[config.mk]
export PLATFORM = sky130hd
export DESIGN_NAME = msg_channel_arbiter
export DESIGN_NICKNAME = d
export VERILOG_FILES = /design/src/rtl/msg_channel_arbiter.sv
export SDC_FILE = /design/constraint.sdc
export NUM_CORES = 1
export LEC_CHECK = 0
export ABC_AREA = 1
export BUFFER_PORTS_ARGS = -buffer_cell sky130_fd_sc_hd__buf_4
export CAP_MARGIN = 5
export CORE_UTILIZATION = 45
export DETAILED_ROUTE_END_ITERATION = 10
export PLACE_DENSITY = 0.69
export SLEW_MARGIN = 20
export SYNTH_ARGS = -nofsm -noshare
export SYNTH_HDL_FRONTEND = slang
export SYNTH_SLANG_ARGS = --single-unit
[constraint.sdc]
create_clock -name clk -period 2.57 [get_ports clk]
set_input_delay 0.3855 -clock clk [delete_from_list [all_inputs] [get_ports clk]]
set_output_delay 0.3855 -clock clk [all_outputs]
set_load 0.01 [all_outputs]
[src/rtl/msg_channel_arbiter.sv]
// Two-producer message channel arbiter: one-entry holding register per
// producer, round-robin grant into a shared FIFO, credit-based flow control.
module msg_channel_arbiter #(
  parameter int unsigned WIDTH = 32,
  parameter int unsigned DEPTH = 8,
  localparam int unsigned CW = $clog2(DEPTH + 1)
) (
  input  logic             clk,
  input  logic             rst_n,
  input  logic [WIDTH-1:0] req0_data,
  input  logic             req0_we,
  output logic             req0_ready,
  input  logic [WIDTH-1:0] req1_data,
  input  logic             req1_we,
  output logic             req1_ready,
  output logic [WIDTH-1:0] fifo_wdata,
  output logic             fifo_we,
  input  logic             fifo_rd,
  output logic [CW-1:0]    credit,
  output logic             grant_id,
  output logic [1:0]       ovf,
  input  logic [1:0]       clr_ovf,
  output logic             err
);

  logic             pend0;
  logic             pend1;
  logic [WIDTH-1:0] hold0;
  logic [WIDTH-1:0] hold1;

  logic       grant_valid;
  logic       grant_sel;
  logic       grant0;
  logic       grant1;
  logic       credit_full;
  logic       credit_ret;
  logic [1:0] ovf_set;

  assign req0_ready = ~pend0;
  assign req1_ready = ~pend1;

  // Round-robin grant decision, credit return qualification and overflow detection
  always_comb begin
    grant_valid = (credit != '0) && (pend0 || pend1);
    grant_sel   = (pend0 && pend1) ? ~grant_id : pend1;
    grant0      = grant_valid && !grant_sel;
    grant1      = grant_valid && grant_sel;
    credit_full = (credit == CW'(DEPTH));
    // A read at full credit only counts when a grant consumes a slot at the same edge
    credit_ret  = fifo_rd && !(credit_full && !grant_valid);
    ovf_set[0]  = req0_we && pend0 && !grant0;
    ovf_set[1]  = req1_we && pend1 && !grant1;
  end

  // Holding registers: capture, recapture on same-edge grant, drain on grant
  always_ff @(posedge clk or negedge rst_n) begin
    if (!rst_n) begin
      pend0 <= 1'b0;
      pend1 <= 1'b0;
      hold0 <= '0;
      hold1 <= '0;
    end else begin
      if (req0_we && (!pend0 || grant0)) begin
        hold0 <= req0_data;
        pend0 <= 1'b1;
      end else if (grant0) begin
        pend0 <= 1'b0;
      end
      if (req1_we && (!pend1 || grant1)) begin
        hold1 <= req1_data;
        pend1 <= 1'b1;
      end else if (grant1) begin
        pend1 <= 1'b0;
      end
    end
  end

  // FIFO write port and last-grant tracking
  always_ff @(posedge clk or negedge rst_n) begin
    if (!rst_n) begin
      fifo_we    <= 1'b0;
      fifo_wdata <= '0;
      grant_id   <= 1'b1;
    end else begin
      fifo_we <= grant_valid;
      if (grant_valid) begin
        fifo_wdata <= grant_sel ? hold1 : hold0;
        grant_id   <= grant_sel;
      end
    end
  end

  // Credit counter: grants consume, consumer reads return
  always_ff @(posedge clk or negedge rst_n) begin
    if (!rst_n) begin
      credit <= CW'(DEPTH);
    end else begin
      unique case ({grant_valid, credit_ret})
        2'b10:   credit <= credit - 1'b1;
        2'b01:   credit <= credit + 1'b1;
        default: credit <= credit;
      endcase
    end
  end

  // Sticky status: per-producer overflow (set beats clear) and spurious-read error
  always_ff @(posedge clk or negedge rst_n) begin
    if (!rst_n) begin
      ovf <= '0;
      err <= 1'b0;
    end else begin
      ovf <= (ovf & ~clr_ovf) | ovf_set;
      if (fifo_rd && credit_full && !grant_valid) begin
        err <= 1'b1;
      end
    end
  end

endmodule

==> impl_metrics.json, run 1 <==
{
  "grt_pass1_vias": 3751,
  "synth.distinct_cells": 23,
  "rsz0062_at_grt": "false",
  "syn-cell-area_um2": 4618,
  "io_buffers": 113,
  "synth_fp_nets": 596,
  "crit_type": "reg -> reg",
  "drc": 0,
  "slew_violations": 0,
  "ios": 114,
  "crit_slowest_cell": "dfrtp_1",
  "fin_hold_ws_ns": 0.1906,
  "pwr_density_cell_nw_per_um2": 1308,
  "initialDrtViolationCount": 151,
  "path_cells": "inv_1 -> nand2_1 -> nor2_1 -> nand3_1 -> nand2_1 -> inv_1 -> ha_1 -> inv_1 -> ha_1 -> or2_2 -> nand2_1 -> nand2_1 -> nand2_1 -> nand2_1 -> nand2_1",
  "cap_violations": 0,
  "crit_end": "credit[3]",
  "setup_ws_ns": 0.3597,
  "area_delta_synth_final_pct": 23.46,
  "crit_path_max_incr_delay_ns": 0.44,
  "ys_ff_latch": 107,
  "numCtsBuffers": 9,
  "relSlewSlack": 0.5329,
  "grt_max_degree": 52,
  "rr_endpoint": "credit[3]",
  "diodes": 0,
  "wl_met2_um": 5647,
  "period_share": 0.8601,
  "crit_path_start": "pend1",
  "antenna_left": 0,
  "routed_wl_um": 11430,
  "critPathLaunchType": "flip-flop",
  "synth-main-ff-cell": "dfrtp_1",
  "vias": 3870,
  "grt_overflow": 0,
  "die_w_um": 103.3,
  "setup_viol": 0,
  "clock_path_buffers": 2,
  "clk_pin_slew_ns": 0.11,
  "wl_met3_um": 590,
  "fin_setup_tns_ns": 0,
  "ir_drop_v": 0.0005309,
  "syn_inst": 521,
  "fp.dieH_um": 103.3,
  "cp_common_cell": "nand2_1",
  "min_period_ns": 2.210,
  "coreArea_um2": 9864,
  "layoutNonFillerInstCount": 757,
  "clock-sinks": 107,
  "cts_tree": "yes",
  "layout-drive-gt1-share": 0.2420,
  "mostFrequentLayoutCells": "nand2_1 (179), nand3_1 (162), buf_4 (120)",
  "synth_edf_count": 0,
  "crit_required_ns": 2.89,
  "fin_nets": 694,
  "power.total_uw": 7460,
  "drt-pass1-iter-count": 5,
  "cts_max_level": 3,
  "syn_avg_cell_area_um2": 8.864,
  "async_flop_share": 1.000,
  "finalWeightedCongestion": 0.7503,
  "fmax_mhz": 452.4,
  "reg2reg_from": "pend1",
  "num_rows": 36,
  "track_usage": 0.2280,
  "hold_class": "in -> reg",
  "viasPerCell": 5.112,
  "dp.cells": 740,
  "start_util": 0.4682,
  "die_area_um2": 10670,
  "wirelength_met1_um": 5093,
  "worstPathMaxFanout": 3,
  "arrival_ns": 2.53,
  "antenna_found_initial": 0,
  "hold_violations": 0,
  "layout_commonest_cell": "nand2_1",
  "endpoint_kind": "flip-flop",
  "top_layer": "met4",
  "hpwlAfterDp_um": 7519,
  "ys_seq_area_frac": 0.5803,
  "place_ws_ns": 0.3856,
  "worst_slew_pin_slew_ns": 0.6982,
  "finalClockSkew_ns": 0.01506,
  "wire_per_inst_um": 15.10,
  "r2r_cells": 15,
  "insertion_delay_ns": 0.37,
  "regToRegSetupSlack_ns": 0.36,
  "yosys_warnings": 0,
  "grt_pass1_wl_um": 18260,
  "cts-root-buf": "clkbuf_8",
  "status": "finished clean",
  "p_leak_uw": 0.003016
}
[metrics by stage]
stage	util	cell area, µm²
5_1_grt	0.5780	5702
2_1_floorplan	-	4618
4_1_cts	0.5780	5702
6_report	0.5780	5702
3_3_place_gp	0.5585	5509
3_5_place_dp	0.5585	5509
[worst min path at each step]
| stage | from | to | slack (ns) | cells past startpoint |
|---|---|---|---|---|
| 6_report | clr_ovf[1] | ovf[1] | 0.19 | 2 |
| 3_3_place_gp | rst_n | credit[2] | 0.32 | 1 |
| 3_5_place_dp | rst_n | credit[2] | 0.32 | 1 |
| 4_1_cts | clr_ovf[1] | ovf[1] | 0.17 | 2 |
| 2_1_floorplan | rst_n | credit[0] | 0.09 | 0 |
| 5_1_grt | clr_ovf[1] | ovf[1] | 0.16 | 2 |
[cell families after synthesis]
logic type	count (synthesis)	synth area share
xor+xnor	4	0.007587
fa+ha+maj	4	0.01246
simple gates	355	0.3419
buf+inv	47	0.05229
compound gates	4	0.005418
flops	107	0.5803
[metal layers]
metal / GRT usage / up-vias
li1: - / 1899
met1: 0.3004 / 1845
met2: 0.3949 / 117
met3: 0.04368 / 9
met4: 0.04659 / 0
met5: 0 / -
[power by group]
part	internal, µW	switching, µW	total (µW)
clock network	371	611	982
logic	1330	2130	3450
registers	2530	496	3030
[worst max-delay path, delay by kind of cell (launching register included)]
| kind | cells | cell delay, ns |
|---|---|---|
| buffers and inverters | 3 | 0.29 |
| adder cells (fa/ha/maj) | 2 | 0.47 |
| flip-flops | 1 | 0.44 |
| AND/OR/NAND/NOR | 10 | 0.97 |
[cell usage after synthesis (2+ instances only)]
library cell | number | share of area
nand2_1 | 179 | 0.15
nand3_1 | 162 | 0.18
dfrtp_1 | 105 | 0.57
clkbuf_1 | 13 | 0.011
inv_1 | 10 | 0.0081
buf_2 | 7 | 0.0076
buf_4 | 7 | 0.011
nand2_2 | 5 | 0.0068
buf_1 | 4 | 0.0033
buf_6 | 4 | 0.0098
nor2_1 | 4 | 0.0033
ha_1 | 3 | 0.0081
nand2_4 | 3 | 0.0073
xnor2_1 | 3 | 0.0057
dfstp_2 | 2 | 0.011
inv_2 | 2 | 0.0016
o22ai_1 | 2 | 0.0027
[final cells by class]
type                       instances  area [µm²]
multi-input combinational        367        1697
clock inverter                     7       58.81
timing repair buffer             122       930.9
inverter                          12       45.04
sequential                       107        2680
tap                              133       166.4
clock buffer                       9       123.9
fill                             922        4163
[state kept, by name, indices dropped and copies added, names as in the netlist]
register / count
fifo_wdata: 32
hold0: 32
hold1: 32
credit: 4
ovf: 2
err: 1
fifo_we: 1
grant_id: 1
pend0: 1
pend1: 1
[repair_timing]
item	4_1_cts	5_1_grt
hold endpoints to repair	24	0
gates resized for setup	0	0
setup buffers	0	0
hold buffers	1	0
Note: power is estimated with default switching activity, not from simulation.
==> inputs of run 2 (changes only) <==
Settings changed: ABC_AREA 1 to 0, SLEW_MARGIN 20 to 0.
==> run 2 against run 1 <==
Net effect:
- wire length shrank 15%
- power is essentially flat
- sequential power grew 3%
- final cell count shrank 22%
- sequential cell count is the same
- synthesized cell count shrank 34%
- clock skew grew 0.0032 ns
- clock-buffer cell count grew 2
- critical endpoint unchanged
- highest routed layer unchanged
==> impl_metrics.json, run 2 <==
{
  "status": "finished clean",
  "hold_violations": 0,
  "drt-pass1-iter-count": 4,
  "crit_required_ns": 2.86,
  "critPathLaunchType": "flip-flop",
  "num_rows": 36,
  "cts_tree": "yes",
  "ir_drop_v": 0.0004487,
  "p_leak_uw": 0.002602,
  "die_w_um": 102.7,
  "synth.distinct_cells": 41,
  "rsz0062_at_grt": "false",
  "die_area_um2": 10540,
  "syn_inst": 344,
  "post_cts_buffers": 0,
  "synth_area_leaders": "dfrtp_1 (58%), mux2_2 (14%), a221o_1 (6.4%), nor3_1 (3.7%), nand2_1 (3.0%)",
  "yosys_warnings": 0,
  "hpwlAfterDp_um": 6585,
  "antenna_left": 0,
  "vias": 3116,
  "diodes": 0,
  "viasPerCell": 5.290,
  "path_cells": "nor3_1 -> a31oi_1 -> ha_2 -> inv_1 -> ha_4 -> or4_1 -> o211ai_1 -> o211ai_1",
  "layout_commonest_cell": "buf_4",
  "setup_viol": 0,
  "min_period_ns": 2.343,
  "worst_slew_pin_slew_ns": 0.6697,
  "insertion_delay_ns": 0.36,
  "crit_path_max_incr_delay_ns": 0.52,
  "reg_top3": "fifo_wdata: 32 flops, hold0: 32 flops, hold1: 32 flops",
  "grt_max_degree": 57,
  "final_cell_area_um2": 5692,
  "fillers": 835,
  "cts-root-buf": "clkbuf_8",
  "pwr_density_cell_nw_per_um2": 1309,
  "wire_per_inst_um": 16.54,
  "dpl-instance-area_um2": 5507,
  "cap_violations": 0,
  "routed_wl_um": 9745,
  "cp_top_family": "simple AND/OR/NAND/NOR gates",
  "grt_pass1_vias": 3023,
  "clock_path_buffers": 2,
  "start_util": 0.4646,
  "fin_setup_tns_ns": 0,
  "relSlewSlack": 0.5535,
  "crit_type": "reg -> reg",
  "track_usage": 0.1916,
  "fp.dieH_um": 102.7,
  "cp.depth": 8,
  "worstPathMaxFanout": 8,
  "drc": 0,
  "grt_pass1_wl_um": 15350,
  "cts_max_level": 3,
  "synth-main-ff-cell": "dfrtp_1",
  "path_buf_inv": 1,
  "cts_hold_buf": 0,
  "synth_most_common_cell": "dfrtp_1",
  "initialDrtViolationCount": 95,
  "synth_edf_count": 0,
  "area_delta_synth_final_pct": 24.77,
  "numCtsBuffers": 9,
  "coreArea_um2": 9819,
  "ios": 114,
  "layout-drive-gt1-share": 0.4583,
  "period_share": 0.9116,
  "synth_top_cell_area_share": 0.5760,
  "crit_slowest_cell": "dfrtp_1",
  "clock-sinks": 107,
  "r2r_cells": 8,
  "power.total_uw": 7453,
  "mostFrequentLayoutCells": "buf_4 (119), dfrtp_1 (104), mux2_2 (58)",
  "synth_top_area_cell": "dfrtp_1",
  "fmax_mhz": 426.8,
  "synth_fp_nets": 419,
  "ys_ff_latch": 107,
  "ys_seq_area_frac": 0.5875,
  "arrival_ns": 2.63,
  "fin_nets": 526,
  "antenna_found_initial": 0,
  "hold_class": "in -> async",
  "cts_resized": 0,
  "cp_common_cell": "o211ai_1",
  "finalWeightedCongestion": 0.7329,
  "synth.top_cells.by_count": "dfrtp_1 (105), mux2_2 (58), nand2_1 (36)",
  "finalClockSkew_ns": 0.01827,
  "syn-cell-area_um2": 4562,
  "grt_overflow": 0,
  "async_flop_share": 1.000,
  "io_buffers": 113,
  "endpoint_kind": "flip-flop",
  "clk_pin_slew_ns": 0.11,
  "slew_violations": 0,
  "syn_avg_cell_area_um2": 13.26
}
[run 2: cell types whose count changed after synthesis, moves of 4 or more]
cell     change
mux2_1       +7
nand3_1    -160
a21oi_1      +4
a221o_1     +29
buf_4        -4
mux2_2      +58
nand2_2      -5
nand2_1    -143
nor3_1      +34
buf_1        -4
buf_2        -4
[run 2: stage by stage]
| stage | hold WS [ns] | util | setup WS (ns) | instances |
|---|---|---|---|---|
| after floorplan | 0.08991 | - | 0.05478 | 344 |
| after global placement | 0.4674 | 0.5608 | 0.3715 | 573 |
| after detailed placement | 0.4677 | 0.5608 | 0.2457 | 573 |
| after CTS | 0.05325 | 0.5796 | 0.2245 | 589 |
| after global routing | 0.07809 | 0.5796 | 0.1022 | 589 |
| final | 0.04217 | 0.5796 | 0.2272 | 589 |
[run 2: logic make-up (layout without fill, tap and decap cells)]
family / after synthesis / after routing / synth area share
flops: 107 / 107 / 0.5875
simple gates: 84 / 84 / 0.09106
mux: 66 / 66 / 0.1626
compound gates: 48 / 48 / 0.09792
buf+inv: 33 / 145 / 0.04443
fa+ha+maj: 4 / 4 / 0.01262
xor+xnor: 2 / 2 / 0.003841
[run 2: area by class of cell]
type	instances	area, µm²	area share
timing repair buffer	121	933.4	0.1640
clock buffer	11	141.4	0.02484
inverter	8	30.03	0.005276
sequential	107	2681	0.4711
multi-input combinational	204	1695	0.2979
clock inverter	5	43.79	0.007694
tap	133	166.4	0.02924
[run 2: final timing paths]
kind	start	end	slack, ns
setup / recovery	credit[0]	credit[3]	0.23
hold / removal	rst_n	hold0[26]	0.04
setup reg to reg	credit[0]	credit[3]	0.23
hold reg to reg	hold1[21]	hold1[21]	0.50
max in group asynchronous	rst_n	hold0[20]	1.78
min in group clk	clr_ovf[0]	ovf[0]	0.20
[run 2: worst register-to-register path: stages, from the launching register on]
cell and delay (ns):
dfrtp_1 0.52, nor3_1 0.30, a31oi_1 0.15, ha_2 0.23
inv_1 0.17, ha_4 0.25, or4_1 0.47, o211ai_1 0.11
o211ai_1 0.10
[run 2: power breakdown]
part | switching [µW] | internal [µW] | total [µW]
Clock | 588 | 395 | 983
Combinational | 1560 | 1800 | 3360
Sequential | 535 | 2570 | 3110
[run 2: routing by layer]
metal	GRT usage	vias up	wire length, µm
li1	-	1469	-
met1	0.2693	1562	4353
met2	0.2990	78	4854
met3	0.03932	7	453
met4	0.05934	0	83
met5	0	-	0
